**src/rtl/triggered_burst_generator.sv**
```systemverilog
// Triggered burst generator: rising edge of i_Signal starts 1..N pulses.
// Define TRIG_SYNC_EN to add a 2-flop input synchronizer (+2 cycles latency).
module triggered_burst_generator #(
  parameter int CNT_W = 16,
  parameter int NUM_W = 8
) (
  input  logic             i_Clk,
  input  logic             i_Rst_n,
  input  logic             i_Signal,
  input  logic [CNT_W-1:0] i_Offset,
  input  logic [CNT_W-1:0] i_Width,
  input  logic [CNT_W-1:0] i_Gap,
  input  logic [NUM_W-1:0] i_Count,
  input  logic             i_Retrig,
  output logic             o_Impulse,
  output logic             o_busy,
  output logic             o_ready
);

  typedef enum logic [1:0] {
    S_IDLE,
    S_DELAY,
    S_HIGH,
    S_GAP
  } state_e;

  localparam logic [CNT_W-1:0] CNT_ONE = CNT_W'(1);
  localparam logic [NUM_W-1:0] NUM_ONE = NUM_W'(1);

  logic sig_in;

`ifdef TRIG_SYNC_EN
  logic [1:0] sync_q;
  logic [1:0] sync_d;

  assign sync_d = {sync_q[0], i_Signal};

  always_ff @(posedge i_Clk or negedge i_Rst_n) begin
    if (!i_Rst_n) begin
      sync_q <= 2'b11;
    end else begin
      sync_q <= sync_d;
    end
  end

  assign sig_in = sync_q[1];
`else
  assign sig_in = i_Signal;
`endif

  // History resets high so a level already asserted at release is ignored
  logic sig_q, sig_d;
  logic hist_q, hist_d;
  logic trig;

  assign sig_d  = sig_in;
  assign hist_d = sig_q;
  assign trig   = sig_q & ~hist_q;

  state_e           state_q, state_d;
  logic [CNT_W-1:0] cnt_q, cnt_d;
  logic [NUM_W-1:0] pulse_q, pulse_d;
  logic [CNT_W-1:0] off_q, off_d;
  logic [CNT_W-1:0] wid_q, wid_d;
  logic [CNT_W-1:0] gap_q, gap_d;
  logic [NUM_W-1:0] num_q, num_d;
  logic             imp_q, imp_d;
  logic             busy_q, busy_d;
  logic             rdy_q, rdy_d;

  logic [CNT_W-1:0] wid_in;
  logic [CNT_W-1:0] gap_in;
  logic [NUM_W-1:0] num_in;
  logic             accept;

  assign wid_in = (i_Width == '0) ? CNT_ONE : i_Width;
  assign gap_in = (i_Gap == '0) ? CNT_ONE : i_Gap;
  assign num_in = (i_Count == '0) ? NUM_ONE : i_Count;
  assign accept = trig & ((state_q == S_IDLE) | i_Retrig);

  always_comb begin
    state_d = state_q;
    cnt_d   = cnt_q;
    pulse_d = pulse_q;
    off_d   = off_q;
    wid_d   = wid_q;
    gap_d   = gap_q;
    num_d   = num_q;
    imp_d   = imp_q;
    busy_d  = busy_q;
    rdy_d   = 1'b0;

    if (accept) begin
      off_d   = i_Offset;
      wid_d   = wid_in;
      gap_d   = gap_in;
      num_d   = num_in;
      cnt_d   = '0;
      pulse_d = '0;
      busy_d  = 1'b1;
      if (i_Offset == '0) begin
        state_d = S_HIGH;
        imp_d   = 1'b1;
      end else begin
        state_d = S_DELAY;
        imp_d   = 1'b0;
      end
    end else begin
      unique case (state_q)
        S_IDLE: begin
          cnt_d = '0;
        end
        S_DELAY: begin
          if (cnt_q == off_q - CNT_ONE) begin
            state_d = S_HIGH;
            cnt_d   = '0;
            imp_d   = 1'b1;
          end else begin
            cnt_d = cnt_q + CNT_ONE;
          end
        end
        S_HIGH: begin
          if (cnt_q == wid_q - CNT_ONE) begin
            cnt_d = '0;
            imp_d = 1'b0;
            if (pulse_q == num_q - NUM_ONE) begin
              state_d = S_IDLE;
              pulse_d = '0;
              busy_d  = 1'b0;
              rdy_d   = 1'b1;
            end else begin
              state_d = S_GAP;
              pulse_d = pulse_q + NUM_ONE;
            end
          end else begin
            cnt_d = cnt_q + CNT_ONE;
          end
        end
        S_GAP: begin
          if (cnt_q == gap_q - CNT_ONE) begin
            state_d = S_HIGH;
            cnt_d   = '0;
            imp_d   = 1'b1;
          end else begin
            cnt_d = cnt_q + CNT_ONE;
          end
        end
        default: begin
          state_d = S_IDLE;
        end
      endcase
    end
  end

  always_ff @(posedge i_Clk or negedge i_Rst_n) begin
    if (!i_Rst_n) begin
      sig_q   <= 1'b1;
      hist_q  <= 1'b1;
      state_q <= S_IDLE;
      cnt_q   <= '0;
      pulse_q <= '0;
      off_q   <= '0;
      wid_q   <= '0;
      gap_q   <= '0;
      num_q   <= '0;
      imp_q   <= 1'b0;
      busy_q  <= 1'b0;
      rdy_q   <= 1'b0;
    end else begin
      sig_q   <= sig_d;
      hist_q  <= hist_d;
      state_q <= state_d;
      cnt_q   <= cnt_d;
      pulse_q <= pulse_d;
      off_q   <= off_d;
      wid_q   <= wid_d;
      gap_q   <= gap_d;
      num_q   <= num_d;
      imp_q   <= imp_d;
      busy_q  <= busy_d;
      rdy_q   <= rdy_d;
    end
  end

  assign o_Impulse = imp_q;
  assign o_busy    = busy_q;
  assign o_ready   = rdy_q;

endmodule

```
**config.mk**
```make
export PLATFORM = sky130hd
export DESIGN_NAME = triggered_burst_generator
export DESIGN_NICKNAME = d
export VERILOG_FILES = /design/src/rtl/triggered_burst_generator.sv
export SDC_FILE = /design/constraint.sdc
export NUM_CORES = 1
export LEC_CHECK = 0
export ABC_AREA = 1
export ABC_CLOCK_PERIOD_IN_PS = 3300
export CORE_ASPECT_RATIO = 1.2
export CORE_MARGIN = 2
export CORE_UTILIZATION = 40
export CTS_CLUSTER_DIAMETER = 60
export DETAILED_ROUTE_END_ITERATION = 7
export GPL_ROUTABILITY_DRIVEN = 0
export SYNTH_ARGS = -nofsm -noshare
export SYNTH_HDL_FRONTEND = slang
export SYNTH_SLANG_ARGS = --single-unit
```
**constraint.sdc**
```tcl
create_clock -name i_Clk -period 3.3 [get_ports i_Clk]
set_clock_uncertainty 0.2 [all_clocks]
set_input_delay 0.495 -clock i_Clk [delete_from_list [all_inputs] [get_ports i_Clk]]
set_output_delay 0.495 -clock i_Clk [all_outputs]
set_load 0.02 [all_outputs]
```
==> flow_summary.toml, run 1 <==
[sta]
rsz0062_at_grt = "false"
post-route-min-period_ns = 2.575
max_freq_ghz = 0.3884
finalSetupViolations = 0
whs_ns = 0.1879
slew_headroom_pct = 52.30
finalCritPeriodShare_pct = 78.03
setup_slack_ns = 0.7251
hold_viol = 0
slew_violations = 0
setup-tns-final_ns = 0
worst_slew_pin_slew_ns = 0.7154

[critical_path]
crit_path_frequent_cell = "nand2_1"
path_delay_family = "simple AND/OR/NAND/NOR gates"
end_kind = "flop"
critPathKind = "reg2reg"
crit_required_ns = 3.34
cpMaxStageDelayCell = "dfrtp_1"
crit_path_start_kind = "flop"
worst_ep_arrival_time_ns = 2.62
slowest_delay_ns = 0.39
cp_max_fo = 7
path_cells = "inv_1 -> ha_1 -> nand3_1 -> nor2_1 -> nand2_1 -> xor2_1 -> nand2_1 -> nor2_1 -> nand3_1 -> nand2_2 -> nand3_4 -> nand2_4 -> inv_2 -> nand2_1 -> inv_1"
cp_num_buf_inv = 3

[cells_and_area]
fin_area_um2 = 7286
fin_util_pct = 48.50
fillers = 1607
syn2layout_area_growth_pct = 18.35
drive_above_1_share_pct = 6.039
final-instance-count-excl-fill = 1181
insertedDiodeCount = 0
fin_nets = 1038

[run_status]
status = "completed"

[power]
leakagePower_nw = 3.706
finalPower_mw = 4.695
ir_drop_uv = 304.7
p_per_area_nw_per_um2 = 644.4

[clocking]
clock-sinks = 87
postCtsResizedCells = 0
holdBufCountCts = 1
post-cts-setup-buffers = 0
clock_latency_ns = 0.35
clk_pin_slew_ns = 0.06
clockBufferDepth = 2
cts_made_buffers = 9
cts-root-buf = "clkbuf_16"
cts_tree = "yes"
cts_htree_levels = 3

[synth]
synth_top_flop_cell = "dfrtp_1"
yosysWarnings = 0
synth_seq_cells = 87
netlist_top_cells_area = "dfrtp_1 (35%), nand2_1 (20%), inv_1 (6.5%)"
synth_top_area_cell = "dfrtp_1"
synth_edf_count = 0
async_reset_ff_share_pct = 100.0
syn-cell-area_um2 = 6156
synthTopCellsByCount = "nand2_1 (325), inv_1 (107), dfrtp_1 (85)"
ys_seq_area_share_pct = 35.41
yosysMostFrequentCell = "nand2_1"
ys_types = 40
synth_nets = 983
syn_inst = 917
netlist.area_leader.share_pct = 34.55
syn_area_per_cell_um2 = 6.713

[floorplan]
die_area_um2 = 16400
chipWidth_um = 117.2
die_h_um = 139.9
rows = 49
core_um2 = 15020
ios = 63
start_util_pct = 40.98

[detailed_routing]
vias = 5800
avgRoutedWirePerCell_um = 14.06
routed_via_density = 4.911
ant_nets = 0
post-route-drc-count = 0
drt-initial-drc-count = 310
firstDrtPassIters = 5
wl_um = 16600

[grt]
grt_use_total_pct = 21.84
grt_pass1_wl_um = 27740
grt_max_degree = 50
antenna_found_initial = 0
grt_pass1_vias = 5672
grt-ovfl-total = 0

[placed_design]
port_buffers = 62
pre_cts_ws_ns = 0.7273
hpwlAfterDp_um = 12850
placed_area_um2 = 6975
place_inst = 1164

[min_path]
worstHoldPathType = "reg2reg"

[run]
maxCapViolCount = 0
==> layout make-up <==
type	count	area [um2]	share of cell area (%)
multi-input combinational	693	3448	47.33
sequential	87	2180	29.92
timing repair buffer	68	678.2	9.308
inverter	113	424.2	5.822
tap	204	255.2	3.503
clock buffer	11	242.7	3.332
clock inverter	5	57.56	0.7900
==> placed cells by master (no fill, tap or decap), drive strengths merged, types with 2 or more instances in the layout <==
master / instances
a21oi: 7
a22oi: 2
buf: 6
clkbuf: 11
clkdlybuf4s50: 61
clkinv: 5
dfrtp: 85
dfstp: 2
ha: 6
inv: 112
nand2: 333
nand3: 59
nand3b: 15
nand4: 28
nor2: 92
nor3: 12
nor4: 17
o21ai: 47
or2: 9
xnor2: 22
xor2: 38
==> routing by layer <==
layer  track usage (%)  vias up  routed length [um]
met1             27.97     2653                7431
met3             2.899       31                 635
li1                  -     3003                   -
met2             36.93      113                8057
met4             8.545        0                 480
met5                 0        -                   0
==> worst register-to-register path, delay by kind of cell (launching register included) <==
kind | cells | cell delay (ns)
AND/OR/NAND/NOR | 10 | 1.15
flip-flops | 1 | 0.39
buffers and inverters | 3 | 0.30
adder cells (fa/ha/maj) | 1 | 0.24
XOR/XNOR | 1 | 0.18
==> logic make-up (layout without fill, tap and decap cells) <==
logic type | count (synthesis) | in the layout | share of synthesized area [%]
buffers and inverters | 137 | 197 | 8.659
flip-flops | 87 | 87 | 35.41
AO/OA/AOI/OAI | 59 | 59 | 5.000
AND/OR/NAND/NOR | 567 | 567 | 40.81
XOR/XNOR | 61 | 61 | 8.902
adder cells (fa/ha/maj) | 6 | 6 | 1.219
==> power by group <==
part | total, mW | internal, mW | switching (mW)
clock network | 1.05 | 0.608 | 0.439
logic | 1.98 | 0.778 | 1.20
registers | 1.67 | 1.33 | 0.339
==> state kept, by name (all words and copies together) (netlist names) <==
signal / cells
gap_q: 16
o_ready: 1
wid_q: 16
o_Impulse: 1
hist_d: 1
state_q: 2
cnt_q: 16
o_busy: 1
num_q: 8
off_q: 16
hist_q: 1
pulse_q: 8
==> final timing paths <==
| path | startpoint | end | slack, ns | cells past startpoint |
|---|---|---|---|---|
| hold reg to reg | hist_d | hist_q | 0.19 | 0 |
| setup reg to reg | gap_q[0] | cnt_q[0] | 0.73 | 15 |
| hold / removal | hist_d | hist_q | 0.19 | 0 |
| min in group asynchronous | i_Rst_n | wid_q[11] | 0.46 | 2 |
| max in group asynchronous | i_Rst_n | hist_d | 1.72 | 3 |
| setup / recovery | gap_q[0] | cnt_q[0] | 0.73 | 15 |
(Power assumes the default switching activity.)
==> run 2, diff against run 1 <==
--- a/config.mk
+++ b/config.mk
@@ -6,7 +6,7 @@
 export NUM_CORES = 1
 export LEC_CHECK = 0
 export ABC_AREA = 1
-export ABC_CLOCK_PERIOD_IN_PS = 3300
+export ABC_CLOCK_PERIOD_IN_PS = 2700
 export CORE_ASPECT_RATIO = 1.2
 export CORE_MARGIN = 2
 export CORE_UTILIZATION = 40
==> constraint.sdc (replaced) <==
create_clock -name i_Clk -period 2.7 [get_ports i_Clk]
set_clock_uncertainty 0.2 [all_clocks]
set_input_delay 0.405 -clock i_Clk [delete_from_list [all_inputs] [get_ports i_Clk]]
set_output_delay 0.405 -clock i_Clk [all_outputs]
set_load 0.02 [all_outputs]
==> run 2 against run 1 <==
Effect of this change: non-clock buffer count is 10 higher; first-iteration DRC count is 23% lower; design area is 1.6% higher; clock power is 30% higher; register-to-register slack worse by 0.50 ns; wire length is 0.58% lower; worst setup slack worse by 0.50 ns; die area stayed put; sequential share of layout area is 0.47 points lower.
==> flow_summary.toml, run 2 (synthesis gave the netlist of run 1 again) <==
[detailed_routing]
avgRoutedWirePerCell_um = 13.87
vias = 5788
drt-initial-drc-count = 239
ant_nets = 0
wl_um = 16510
routed_via_density = 4.864
post-route-drc-count = 0
firstDrtPassIters = 4

[grt]
grt_pass1_vias = 5684
grt_max_degree = 54
grt-ovfl-total = 0
grt_pass1_wl_um = 27740
grt_use_total_pct = 21.64
antenna_found_initial = 0

[clocking]
cts_tree = "yes"
clock_latency_ns = 0.35
cts_htree_levels = 3
clock-sinks = 87
clockBufferDepth = 2
cts-root-buf = "clkbuf_16"
cts_made_buffers = 9
clk_pin_slew_ns = 0.06
post-cts-setup-buffers = 0

[sta]
slew_violations = 0
setup-tns-final_ns = 0
rsz0062_at_grt = "false"
whs_ns = 0.1802
worst_slew_pin_slew_ns = 0.5797
hold_viol = 0
slew_headroom_pct = 61.00
finalCritPeriodShare_pct = 91.60
setup_slack_ns = 0.2269
finalSetupViolations = 0
max_freq_ghz = 0.4043
post-route-min-period_ns = 2.473

[min_path]
whs_path_depth = 0
hp-start = "hist_d"
min_to = "hist_q"
worstHoldPathType = "reg2reg"

[critical_path]
timing.rr.end = "cnt_q[1]"
crit_path_start_kind = "flop"
cpMaxStageDelayCell = "dfrtp_1"
r2r-start = "off_q[0]"
crit_path_frequent_cell = "nand2_1"
slowest_delay_ns = 0.41
reg2regPathDepth = 17
worst_ep_arrival_time_ns = 2.51
rrSetupSlack_ns = 0.23
cp_max_fo = 7
path_delay_family = "simple AND/OR/NAND/NOR gates"
end_kind = "flop"
path_cells = "inv_2 -> ha_2 -> nand3_2 -> nor2_2 -> nand2_1 -> inv_2 -> nand2_1 -> xor2_1 -> clkinv_1 -> nor2_1 -> nand2_1 -> nand2_2 -> nand3_4 -> nand2_4 -> inv_2 -> nand2_1 -> inv_1"
cp_num_buf_inv = 5
crit_required_ns = 2.74
crit_path_start = "off_q[0]"
critPathKind = "reg2reg"

[cells_and_area]
insertedDiodeCount = 0
fin_util_pct = 49.28
syn2layout_area_growth_pct = 20.24
final_common_cell = "nand2_1"
drive_above_1_share_pct = 7.404
fin_nets = 1048
final-instance-count-excl-fill = 1190
layout_common_cells = "nand2_1 (324), inv_1 (106), dfrtp_1 (85)"

[floorplan]
die_area_um2 = 16400
rows = 49
chipWidth_um = 117.2
start_util_pct = 40.98
ios = 63
die_h_um = 139.9
core_um2 = 15020

[run_status]
status = "completed"

[power]
ir_drop_uv = 359.3
p_per_area_nw_per_um2 = 796.9
leakagePower_nw = 3.766

[run]
maxCapViolCount = 0

[placed_design]
hpwlAfterDp_um = 12760
place_inst = 1174
port_buffers = 62
pre_cts_ws_ns = 0.1351
-- run 2: timing repair --
| action | in CTS | in global routing |
|---|---|---|
| hold buffers | 1 | 0 |
| setup endpoints to repair | 0 | 20 |
| hold endpoints to repair | 34 | 0 |
| resized for setup | 0 | 8 |
-- run 2: worst max path at each step --
stage / end / slack, ns / cells past startpoint
detailed placement: cnt_q[15] / 0.14 / 17
floorplan: cnt_q[10] / 0.42 / 15
finish: cnt_q[1] / 0.23 / 17
global route: cnt_q[10] / 0.009 / 17
global placement: cnt_q[15] / 0.21 / 17
CTS: cnt_q[1] / 0.12 / 17
-- run 2: area by class of cell --
class	instances	area, um2
clock buffer	12	246.5
tap	204	255.2
clock inverter	3	67.56
inverter	113	424.2
sequential	87	2180
timing repair buffer	78	753.2
multi-input combinational	693	3476
fill	1531	7619
-- run 2: worst reg2reg max path, stage by stage (launching register included) --
cell and delay (ns):
dfrtp_1 0.41, inv_2 0.10, ha_2 0.21, nand3_2 0.11
nor2_2 0.19, nand2_1 0.10, inv_2 0.07, nand2_1 0.06
xor2_1 0.14, clkinv_1 0.07, nor2_1 0.10, nand2_1 0.08
nand2_2 0.10, nand3_4 0.14, nand2_4 0.10, inv_2 0.07
nand2_1 0.07, inv_1 0.04
-- run 2: metal layers --
layer,track usage (%),vias up,share of wire [%]
met5,0,-,0
met4,8.173,0,2.8
met3,2.640,26,3.1
met2,36.06,87,49
met1,28.47,2642,45
li1,-,3033,-
-- run 2: report_power, final --
part	leakage (nW)	total (mW)	internal (mW)	switching [mW]
sequential	1.10	2.02	1.63	0.388
clock	0.149	1.36	0.833	0.530
combinational	2.52	2.52	0.999	1.52
total	3.77	5.90	3.46	2.44
-- run 2: per-stage QoR --
stage | area [um2] | power, mW
final | 7402 | 5.899
after global placement | 7051 | 4.518
after detailed placement | 7051 | 4.532
after floorplan | 6156 | 3.829
after CTS | 7375 | 5.920
after global routing | 7402 | 6.431
==> run 3, diff against run 2 <==
--- a/config.mk
+++ b/config.mk
@@ -13,6 +13,7 @@
 export CTS_CLUSTER_DIAMETER = 60
 export DETAILED_ROUTE_END_ITERATION = 7
 export GPL_ROUTABILITY_DRIVEN = 0
+export SLEW_MARGIN = 20
 export SYNTH_ARGS = -nofsm -noshare
 export SYNTH_HDL_FRONTEND = slang
 export SYNTH_SLANG_ARGS = --single-unit
==> results of run 3 <==
Final layout, timing and power as in run 2 (identical DEF).
